### src/rtl/mini_src_pkg.sv
// Shared Mini SRC definitions: word width, mul/div opcodes and the MDU state encoding.
`timescale 1ns/1ps
package mini_src_pkg;

  localparam int unsigned WORD_W = 32;

  localparam logic OP_MUL = 1'b0;
  localparam logic OP_DIV = 1'b1;

  typedef enum logic [1:0] {
    IDLE,
    RUN,
    FIX,
    DONE
  } mdu_state_t;

endpackage

### src/rtl/mul_div_unit_booth_step.sv
// One radix-2 Booth iteration: conditional add/sub of the multiplicand, then arithmetic shift.
`timescale 1ns/1ps
module booth_step #(
  parameter int unsigned W = 32
) (
  input  logic [W:0]   acc_i,
  input  logic [W-1:0] mq_i,
  input  logic         qm1_i,
  input  logic [W:0]   mcand_i,
  output logic [W:0]   acc_o,
  output logic [W-1:0] mq_o,
  output logic         qm1_o
);

  logic [W:0] sum;

  always_comb begin
    sum = acc_i;
    case ({mq_i[0], qm1_i})
      2'b01:   sum = acc_i + mcand_i;
      2'b10:   sum = acc_i - mcand_i;
      default: sum = acc_i;
    endcase
    // Accumulator carries a guard bit so -2^(W-1) as multiplicand never overflows.
    {acc_o, mq_o, qm1_o} = {sum[W], sum, mq_i};
  end

endmodule

### src/rtl/mul_div_unit.sv
// Multi-cycle signed multiply (Booth) / divide (restoring) engine feeding the HI/LO registers.
`timescale 1ns/1ps
module mul_div_unit
  import mini_src_pkg::*;
#(
  parameter int unsigned WIDTH = WORD_W
) (
  input  logic             clk,
  input  logic             reset,
  input  logic             start,
  input  logic             op,
  input  logic [WIDTH-1:0] a,
  input  logic [WIDTH-1:0] b,
  output logic             busy,
  output logic             done,
  output logic [WIDTH-1:0] hi_out,
  output logic [WIDTH-1:0] lo_out,
  output logic             div_by_zero
);

  localparam int unsigned CW = $clog2(WIDTH);

  mdu_state_t       state_q, state_d;
  logic [CW-1:0]    cnt_q, cnt_d;
  logic             op_q, op_d;
  logic [WIDTH:0]   acc_q, acc_d;
  logic [WIDTH-1:0] mq_q, mq_d;
  logic             qm1_q, qm1_d;
  logic [WIDTH:0]   mcand_q, mcand_d;
  logic [WIDTH-1:0] a_q, a_d;
  logic             sa_q, sa_d, sb_q, sb_d, dz_q, dz_d;
  logic [WIDTH-1:0] hi_q, hi_d, lo_q, lo_d;
  logic             dbz_q, dbz_d, done_q, done_d, busy_q, busy_d;

  logic [WIDTH:0]   bacc;
  logic [WIDTH-1:0] bmq;
  logic             bqm1;
  logic [WIDTH:0]   rsh, diff;

  booth_step #(.W(WIDTH)) u_booth (
    .acc_i   (acc_q),
    .mq_i    (mq_q),
    .qm1_i   (qm1_q),
    .mcand_i (mcand_q),
    .acc_o   (bacc),
    .mq_o    (bmq),
    .qm1_o   (bqm1)
  );

  always_comb begin
    state_d = state_q;
    cnt_d   = cnt_q;
    op_d    = op_q;
    acc_d   = acc_q;
    mq_d    = mq_q;
    qm1_d   = qm1_q;
    mcand_d = mcand_q;
    a_d     = a_q;
    sa_d    = sa_q;
    sb_d    = sb_q;
    dz_d    = dz_q;
    hi_d    = hi_q;
    lo_d    = lo_q;
    dbz_d   = dbz_q;
    rsh     = {acc_q[WIDTH-1:0], mq_q[WIDTH-1]};
    diff    = rsh - mcand_q;

    case (state_q)
      IDLE: begin
        if (start) begin
          state_d = RUN;
          cnt_d   = CW'(WIDTH - 1);
          op_d    = op;
          acc_d   = '0;
          qm1_d   = 1'b0;
          a_d     = a;
          sa_d    = a[WIDTH-1];
          sb_d    = b[WIDTH-1];
          dz_d    = (b == '0);
          if (op == OP_MUL) begin
            mq_d    = b;
            mcand_d = {a[WIDTH-1], a};
          end else begin
            mq_d    = a[WIDTH-1] ? -a : a;
            mcand_d = {1'b0, (b[WIDTH-1] ? -b : b)};
          end
        end
      end
      RUN: begin
        if (op_q == OP_MUL) begin
          acc_d = bacc;
          mq_d  = bmq;
          qm1_d = bqm1;
        end else begin
          // Restoring step: keep the trial difference only when it did not go negative.
          acc_d = diff[WIDTH] ? rsh : diff;
          mq_d  = {mq_q[WIDTH-2:0], ~diff[WIDTH]};
        end
        if (cnt_q == '0) state_d = FIX;
        else             cnt_d   = cnt_q - 1'b1;
      end
      FIX: begin
        state_d = DONE;
        dbz_d   = 1'b0;
        if (op_q == OP_MUL) begin
          hi_d = acc_q[WIDTH-1:0];
          lo_d = mq_q;
        end else if (dz_q) begin
          hi_d  = a_q;
          lo_d  = '1;
          dbz_d = 1'b1;
        end else begin
          hi_d = sa_q ? -acc_q[WIDTH-1:0] : acc_q[WIDTH-1:0];
          lo_d = (sa_q ^ sb_q) ? -mq_q : mq_q;
        end
      end
      DONE:    state_d = IDLE;
      default: state_d = IDLE;
    endcase

    done_d = (state_d == DONE);
    busy_d = (state_d == RUN) || (state_d == FIX);
  end

  always_ff @(posedge clk or negedge reset) begin
    if (!reset) begin
      state_q <= IDLE;
      cnt_q   <= '0;
      op_q    <= 1'b0;
      acc_q   <= '0;
      mq_q    <= '0;
      qm1_q   <= 1'b0;
      mcand_q <= '0;
      a_q     <= '0;
      sa_q    <= 1'b0;
      sb_q    <= 1'b0;
      dz_q    <= 1'b0;
      hi_q    <= '0;
      lo_q    <= '0;
      dbz_q   <= 1'b0;
      done_q  <= 1'b0;
      busy_q  <= 1'b0;
    end else begin
      state_q <= state_d;
      cnt_q   <= cnt_d;
      op_q    <= op_d;
      acc_q   <= acc_d;
      mq_q    <= mq_d;
      qm1_q   <= qm1_d;
      mcand_q <= mcand_d;
      a_q     <= a_d;
      sa_q    <= sa_d;
      sb_q    <= sb_d;
      dz_q    <= dz_d;
      hi_q    <= hi_d;
      lo_q    <= lo_d;
      dbz_q   <= dbz_d;
      done_q  <= done_d;
      busy_q  <= busy_d;
    end
  end

  assign busy        = busy_q;
  assign done        = done_q;
  assign hi_out      = hi_q;
  assign lo_out      = lo_q;
  assign div_by_zero = dbz_q;

endmodule

### config.mk
export PLATFORM = sky130hd
export DESIGN_NAME = mul_div_unit
export DESIGN_NICKNAME = d
export VERILOG_FILES = /design/src/rtl/mini_src_pkg.sv /design/src/rtl/mul_div_unit_booth_step.sv /design/src/rtl/mul_div_unit.sv
export SDC_FILE = /design/constraint.sdc
export NUM_CORES = 1
export LEC_CHECK = 0
export ABC_CLOCK_PERIOD_IN_PS = 4450
export CORE_AREA = 2 2 184 186
export CTS_BUF_LIST = sky130_fd_sc_hd__clkbuf_8
export CTS_CLUSTER_DIAMETER = 100
export CTS_CLUSTER_SIZE = 20
export DETAILED_ROUTE_END_ITERATION = 8
export DIE_AREA = 0 0 186 188
export HOLD_SLACK_MARGIN = 0.06
export PLACE_DENSITY = 0.77
export SYNTH_ARGS = -nofsm -noshare
export SYNTH_HDL_FRONTEND = slang
export SYNTH_SLANG_ARGS = --single-unit
### constraint.sdc
create_clock -name clk -period 4.45 [get_ports clk]
set_input_delay 0.89 -clock clk [delete_from_list [all_inputs] [get_ports clk]]
set_output_delay 0.89 -clock clk [all_outputs]
set_load 0.02 [all_outputs]
==> results of run 1 <==
-- where the power goes --
group / total (W) / internal (W) / switching (W)
clock network: 0.00103 / 0.000374 / 0.000652
registers: 0.00386 / 0.00274 / 0.00112
logic: 0.0128 / 0.00554 / 0.00728
-- critical path, stage by stage, from the launching register on --
cell and delay (ns):
dfrtp_1 0.40, inv_1 0.13, ha_1 0.19, inv_1 0.06
fa_1 0.43, a211oi_1 0.41, nor3_1 0.15, nor2_1 0.20
o211ai_1 0.29, a311oi_1 0.49, a21oi_1 0.19, xnor2_2 0.26
mux2_2 0.37, a222oi_1 0.38, o31ai_1 0.13
-- synthesized netlist by cell type (7+ instances only) --
cell	n	area [um^2]
a21oi_1	198	991
and3_1	8	50.1
o41ai_1	11	96.3
a221oi_1	10	87.6
and2_1	8	50.1
buf_1	9	33.8
nor2b_1	9	56.3
dfrtp_1	208	5200
nand2_1	236	886
o22a_1	8	70.1
a22oi_1	34	255
nand2b_1	20	125
or2_2	7	43.8
nor2_1	180	676
inv_1	84	315
a211oi_1	18	135
mux2i_1	59	591
a22o_1	11	96.3
o21a_1	9	67.6
clkbuf_1	121	454
or4_1	12	90.1
o211ai_1	14	105
nor4_1	16	100
or3_1	19	119
ha_1	71	888
xnor2_1	98	858
a222oi_1	7	70.1
a31oi_1	19	119
o21ai_0	247	1240
nand3_1	23	115
nor3_1	35	175
xor2_1	83	727
nand4_1	14	87.6
mux2_2	36	405
o31ai_1	31	233
a21o_1	30	225
-- kinds of logic after synthesis --
kind of cell | Yosys count | synth area share
buf+inv | 224 | 0.0518
compound gates | 710 | 0.259
flops | 208 | 0.312
mux | 95 | 0.0596
simple gates | 607 | 0.167
xor+xnor | 181 | 0.0949
fa+ha+maj | 73 | 0.0556
-- registers in the layout (all words and copies together) (netlist names), 2 cells and up --
register / flops
a_q: 32
hi_out: 32
acc_q: 33
cnt_q: 5
state_q: 2
lo_out: 32
mq_q: 32
mcand_q: 33
-- metrics by stage --
step	cell area, um^2	hold slack [ns]	utilization	cells	setup slack [ns]
after detailed placement	18600	0.469	0.561	2602	0.158
after CTS	18800	0.481	0.569	2621	0.151
after floorplan	16700	0.449	-	2098	0.547
final	18900	0.444	0.571	2621	0.245
after global routing	18900	0.507	0.571	2621	0.0435
after global placement	18600	0.460	0.561	2602	0.268
-- routing by layer --
metal,global-route usage,up-vias,wire length [um]
met5,0,-,15
met4,0.0869,2,1460
met3,0.0352,104,4000
met2,0.477,740,24500
met1,0.437,7762,23200
li1,-,7640,-
-- what timing repair did --
item / CTS / global route
resized for setup: 0 / 22
endpoints found under the setup margin: 0 / 11
endpoints found under the hold margin: 0 / 0
-- final timing paths --
path / from / end / slack, ns / depth (start not counted)
worst max register to register: mq_q[31] / acc_q[30] / 0.24 / 14
worst min-delay path: reset / lo_out[13] / 0.44 / 1
max in group asynchronous: reset / lo_out[12] / 3.06 / 2
min in group clk: hi_out[19] / hi_out[19] / 0.49 / 2
worst max-delay path: mq_q[31] / acc_q[30] / 0.24 / 14
worst min register to register: hi_out[19] / hi_out[19] / 0.49 / 2
-- layout by cell type (no fill, tap or decap), types with 9 or more instances in the layout --
| master | n |
|---|---|
| inv_1 | 85 |
| mux2_2 | 36 |
| o21a_1 | 9 |
| buf_4 | 61 |
| a21o_1 | 30 |
| or3_1 | 19 |
| nand4_1 | 14 |
| nand2_1 | 235 |
| a31oi_1 | 17 |
| nor3_1 | 31 |
| a22o_1 | 11 |
| a22oi_1 | 34 |
| dfrtp_1 | 206 |
| o41ai_1 | 11 |
| nand2b_1 | 19 |
| nor2b_1 | 9 |
| ha_1 | 68 |
| mux2i_1 | 59 |
| clkdlybuf4s50_1 | 132 |
| nand3_1 | 22 |
| o21ai_0 | 246 |
| a211oi_1 | 18 |
| xor2_1 | 83 |
| nor4_1 | 14 |
| clkbuf_8 | 16 |
| or4_1 | 12 |
| a21oi_1 | 194 |
| a221oi_1 | 10 |
| xnor2_1 | 97 |
| o31ai_1 | 30 |
| nor2_1 | 178 |
| o211ai_1 | 14 |
-- final cells by class --
type | instances | area (um^2)
Clock inverter | 4 | 46.3
Clock buffer | 15 | 206
Timing Repair Buffer | 196 | 1830
Sequential cell | 208 | 5210
Multi-Input combinational cell | 1666 | 10700
Tap cell | 448 | 561
Inverter | 84 | 315
Fill cell | 3011 | 14200
==> metrics.md, run 1 <==
| Metric | Value |
|---|---|
| Post-synth cell types | 75 |
| Total Neg Setup Slack | 0 ns |
| I/O pin cnt | 135 |
| Netlist Area Pre-Place | 16700 um^2 |
| Die W | 186 um |
| Syn Nets | 2239 |
| Routed wire length | 53200 um |
| Final period utilization | 0.945 |
| Initial core utilization | 0.505 |
| CTS buffer count | 14 |
| Maximum vdd ir drop | 0.411 mV |
| WP data required | 4.86 ns |
| Avg Cell Area, Syn | 7.96 um^2 |
| Post-DRT Antenna Nets | 0 |
| Die H | 188 um |
| RSZ-0062 raised after global routing | no |
| WL/cell | 20.3 um |
| Tmin final | 4.21 ns |
| Total clock sinks | 208 |
| Cells after Synth | 2098 |
| Gr usage total | 0.303 |
| Clk_lat worst skew | 0.54 ns |
| Critical path type | reg -> reg |
| Row cnt | 67 |
| Clk_skew | 0.0146 ns |
| Core area | 33100 um^2 |
| Max-slew violation count | 0 |
| Final hold vios | 0 |
| Initial antenna violation count | 1 |
| CTS max path bufs | 3 |
| Largest net degree at the start of global routing | 103 |
| Maximum Capacitance Violations | 0 |
| Ant. Diodes | 0 |
| Clock slew at reported path FFs | 0.13 ns |
| Vias per inst | 6.20 |
| Global-route wire length before repair | 84200 um |
| F_max | 0.238 GHz |
| Gpl congestion | 0.948 |
| Hold-fix buffers, CTS | 0 |
| Area Growth Syn to Fin | 13.2% |
| Ys Warns | 0 |
| Drt initial violations | 1627 |
| Grt total ovfl | 0 |
| HPWL Detailed | 39800 um |
| Crit path DAT | 4.62 ns |
| Total number of vias | 16.2k |
| Max FO, Critical Path | 4 |
| Worst slew margin | 0.145 |
| Synth async-reset ratio | 1.00 |
| Die area | 35000 um^2 |
| Drt drc | 0 |
| CTS tree | built |
| Vias in the first global route | 15.1k |
| Crit end category | flip-flop |
| Final setup vio count | 0 |
| Status | complete, no violations |
| Ys flop type | dfrtp_1 |
| Synthesized flop and latch total | 208 |
| Pwr Density | 936 nW/um^2 |
| Share of layout cells above drive strength 1 | 0.0792 |
| Postcts setup bufs | 0 |
| Post-synth EDFFs | 0 |
| Buffers on Ports | 134 |
| Drt pass-1 iters | 7 |
| Worst Tran Pin Value | 1.28 ns |
| Register area share after synthesis | 0.312 |
| P_leak | 8.04 nW |
| H-tree depth | 1 |
| Critical path startpoint category | flip-flop |
| Nets@finish | 2311 |
| Hold WC Path Type | in -> async |
| CTS root buffer | clkbuf_8 |
| Total power | 0.0177 W |
Power figures use the tool's default switching activity.
==> run 2, diff against run 1 <==
- ABC_AREA: not set -> 1
- ABC_CLOCK_PERIOD_IN_PS: 4450 -> 3900
- CORE_AREA: 2 2 184 186 -> 2 2 193 195
- DIE_AREA: 0 0 186 188 -> 0 0 195 197
- PLACE_DENSITY: 0.77 -> 0.76
- clock period: 4.45 -> 3.9 ns (I/O delays scaled with it)
==> run 2 against run 1 <==
Fmax is 15% higher. Non-clock buffer count did not move. Critical endpoint is now acc_q[25]. Highest routed layer unchanged. Via count grew 25%. Wire length is 34% higher. Critical path type unchanged. Clock-buffer cell count up 2. Critical path depth grew 5. Synthesized cell count increased by 36%. Global-route usage up 6.1 points. First-iteration DRC count increased by 40%. Cell count up 30%. Sequential share of layout area fell by 2.2 points. Clock skew grew 0.020 ns.
==> metrics.md, run 2 <==
| Metric | Value |
|---|---|
| Status | complete, no violations |
| CTS buffer count | 16 (+2) |
| Drt drc | 0 (unchanged) |
| Cells after Synth | 2863 (+36%) |
| Routed wire length | 71200 um (+34%) |
| Most common cell after layout, fill and taps aside | nand2_1 |
| CTS root buffer | clkbuf_8 |
| Post-DRT Antenna Nets | 0 (unchanged) |
| Hold WC Path Type | in -> async |
| Max FO, Critical Path | 5 (+1) |
| Nets@finish | 3081 (+33%) |
| RSZ-0062 raised after global routing | no |
| Synth top area share | 0.284 (-0.0271) |
| Worst R2R Start | mcand_q[0] |
| Post-synth cell types | 56 (-25%) |
| Drt pass-1 iters | 8 (+1) |
| Critical path startpoint category | flip-flop |
| Vias per inst | 5.97 (-3.7%) |
| Buffers on Ports | 134 (unchanged) |
| Post-Route Utilization | 0.568 (-0.00347) |
| Tmin final | 3.67 ns (-0.539 ns) |
| Avg Cell Area, Syn | 6.39 um^2 (-20%) |
| Clk_lat worst skew | 0.60 ns (+0.06 ns) |
| Gpl congestion | 0.992 (+4.6%) |
| Core area | 36300 um^2 (+9.5%) |
| Synth async-reset ratio | 1.00 (unchanged) |
| Crit path max-delay family | simple AND/OR/NAND/NOR gates |
| Clock slew at reported path FFs | 0.14 ns (about the same) |
| Maximum Capacitance Violations | 0 (unchanged) |
| Synth cell count leaders | 699 x nand2_1, 316 x a21oi_1, 312 x nor2_1 |
| HPWL Detailed | 55100 um (+39%) |
| Final period utilization | 0.940 (-0.00487) |
| Multi-input logic area | 11500 um^2 (+7.3%) |
| Critical path type | reg -> reg |
| Synthesized flop and latch total | 208 (unchanged) |
| Sum of buffers and inverters on the critical path | 2 (unchanged) |
| Top Registers | acc_q (33), mcand_q (33) |
| Ant. Diodes | 0 (unchanged) |
| Cell with the most instances after synthesis | nand2_1 |
| Register area share after synthesis | 0.284 (-0.0271) |
| Crit path DAT | 4.20 ns (-0.42 ns) |
| Vias in the first global route | 18.7k (+24%) |
| Most frequent cells in the layout | 694 x nand2_1, 310 x a21oi_1, 307 x nor2_1 |
| Critical Path Start | mcand_q[0] |
| Gr usage total | 0.364 (+0.0615) |
| Clk_skew | 0.0350 ns (+0.0204 ns) |
| H-tree depth | 1 (unchanged) |
| Final hold vios | 0 (unchanged) |
| Setup ws final | 0.233 ns (-0.0112 ns) |
| F_max | 0.273 GHz (+15%) |
| Initial core utilization | 0.505 (about the same) |
| Die area | 38400 um^2 (+9.9%) |
| Die H | 197 um (+4.8%) |
| Worst slew margin | 0.410 (+0.266) |
| Global-route wire length before repair | 110000 um (+30%) |
| CP peak stage delay | 0.43 ns (-0.06 ns) |
| Area Growth Syn to Fin | 12.5% |
| Initial antenna violation count | 1 (unchanged) |
| Largest net degree at the start of global routing | 92 (-11%) |
| WP data required | 4.43 ns (-0.43 ns) |
| Max-slew violation count | 0 (unchanged) |
| Slowest cell on crit path | dfrtp_1 |
| Final setup vio count | 0 (unchanged) |
| Crit-path cells | inv_1 -> nand3_1 -> nor2_1 -> nand4_1 -> nor4_4 -> nand3_1 -> nand2_1 -> xor2_1 -> inv_1 -> ha_1 -> nand2_1 -> o21bai_1 -> a21oi_1 -> o21a_1 -> nand3_1 -> nand3_1 -> a21oi_1 -> nand2_1 -> nand2_1 |
| Row cnt | 70 (+4.5%) |
| Fill count | 3640 (+21%) |
| Syn Nets | 3004 (+34%) |
| I/O pin cnt | 135 (unchanged) |
| Total Neg Setup Slack | 0 ns (unchanged) |
| CTS tree | built |
| Crit end category | flip-flop |
| WL/cell | 20.9 um (+2.8%) |
| Synth area leaders | dfrtp_1 28%, nand2_1 14%, a21oi_1 8.6% |
| Dpl ws | 0.0393 ns (-0.119 ns) |
| Post-synth EDFFs | 0 (unchanged) |
| Ys flop type | dfrtp_1 |
| Total clock sinks | 208 (unchanged) |
| Total number of vias | 20.4k (+25%) |
| Hold-fix buffers, CTS | 0 (unchanged) |
| Ys Warns | 0 (unchanged) |
| Netlist Area Pre-Place | 18300 um^2 (+9.5%) |
| CTS max path bufs | 3 (unchanged) |
| Drt initial violations | 2285 (+40%) |
| Share of layout cells above drive strength 1 | 0.0611 (-0.0180) |
| Area leader, netlist | dfrtp_1 |
| Worst Tran Pin Value | 0.883 ns (-0.400 ns) |
| Die W | 195 um (+4.8%) |
| Grt total ovfl | 0 (unchanged) |
| Reg area | 5210 um^2 (about the same) |
-- run 2: changes by cell type after synthesis, sizes merged, moves of 42 or more --
cell   previous run  this run
nand2           236       715
inv              84       296
nor2            180       325
nand3            23       146
a21oi           198       318
xnor2            98        17
mux2i            59         0
o21ai           254       296
-- run 2: path summary, 6_finish.rpt --
kind                         endpoint  slack, ns  cells after the start
setup / recovery            acc_q[25]       0.23                     19
hold / removal             hi_out[18]       0.20                      1
setup reg to reg            acc_q[25]       0.23                     19
hold reg to reg            hi_out[31]       0.50                      2
max in group asynchronous    acc_q[4]       2.86                      2
min in group clk           hi_out[31]       0.50                      2
-- run 2: cell families (layout without fill, tap and decap cells) --
logic type	Yosys count	count (layout)	share of synthesized area
AO/OA/AOI/OAI	745	745	0.223
XOR/XNOR	109	109	0.0522
adder cells (fa/ha/maj)	73	73	0.0507
buffers and inverters	433	515	0.0918
flip-flops	208	208	0.284
multiplexers	2	2	0.00123
AND/OR/NAND/NOR	1293	1293	0.296
-- run 2: routing by layer --
metal,GRT usage,vias to the layer above,share of wire
met4,0.112,2,0.036
met2,0.556,1071,0.43
met5,0,-,0.00018
met3,0.0683,171,0.099
met1,0.523,9509,0.44
li1,-,9623,-
-- run 2: layout make-up --
class / instances / share of cell area
flip-flops and latches: 208 / 0.253
clock buffers: 17 / 0.0114
multi-input cells: 2222 / 0.560
clock inverters: 6 / 0.00316
inverters: 296 / 0.0540
repair buffers: 196 / 0.0902
well taps: 468 / 0.0284
-- run 2: worst register-to-register path: stages (launching register included) --
cell and delay [ns]:
dfrtp_1 0.43, inv_1 0.12, nand3_1 0.13, nor2_1 0.11
nand4_1 0.20, nor4_4 0.31, nand3_1 0.16, nand2_1 0.10
xor2_1 0.19, inv_1 0.09, ha_1 0.36, nand2_1 0.17
o21bai_1 0.38, a21oi_1 0.18, o21a_1 0.25, nand3_1 0.07
nand3_1 0.09, a21oi_1 0.16, nand2_1 0.06, nand2_1 0.05
-- run 2: what timing repair did --
action / 4_1_cts / 5_1_grt
endpoints found under the setup margin: 1 / 12
pin swaps: 0 / 6
buffers inserted: 0 / 2
resized for setup: 1 / 25
-- run 2: through the flow --
stage	instances	hold WS [ns]	instance area (um^2)
2_1_floorplan	2863	0.448	18300
3_3_place_gp	3388	0.467	20200
3_5_place_dp	3388	0.471	20200
4_1_cts	3411	0.215	20500
5_1_grt	3413	0.244	20600
6_report	3413	0.199	20600
Power of run 2 is not shown: default switching activity piles up to over one toggle a cycle in this logic, so the estimate is an artifact.
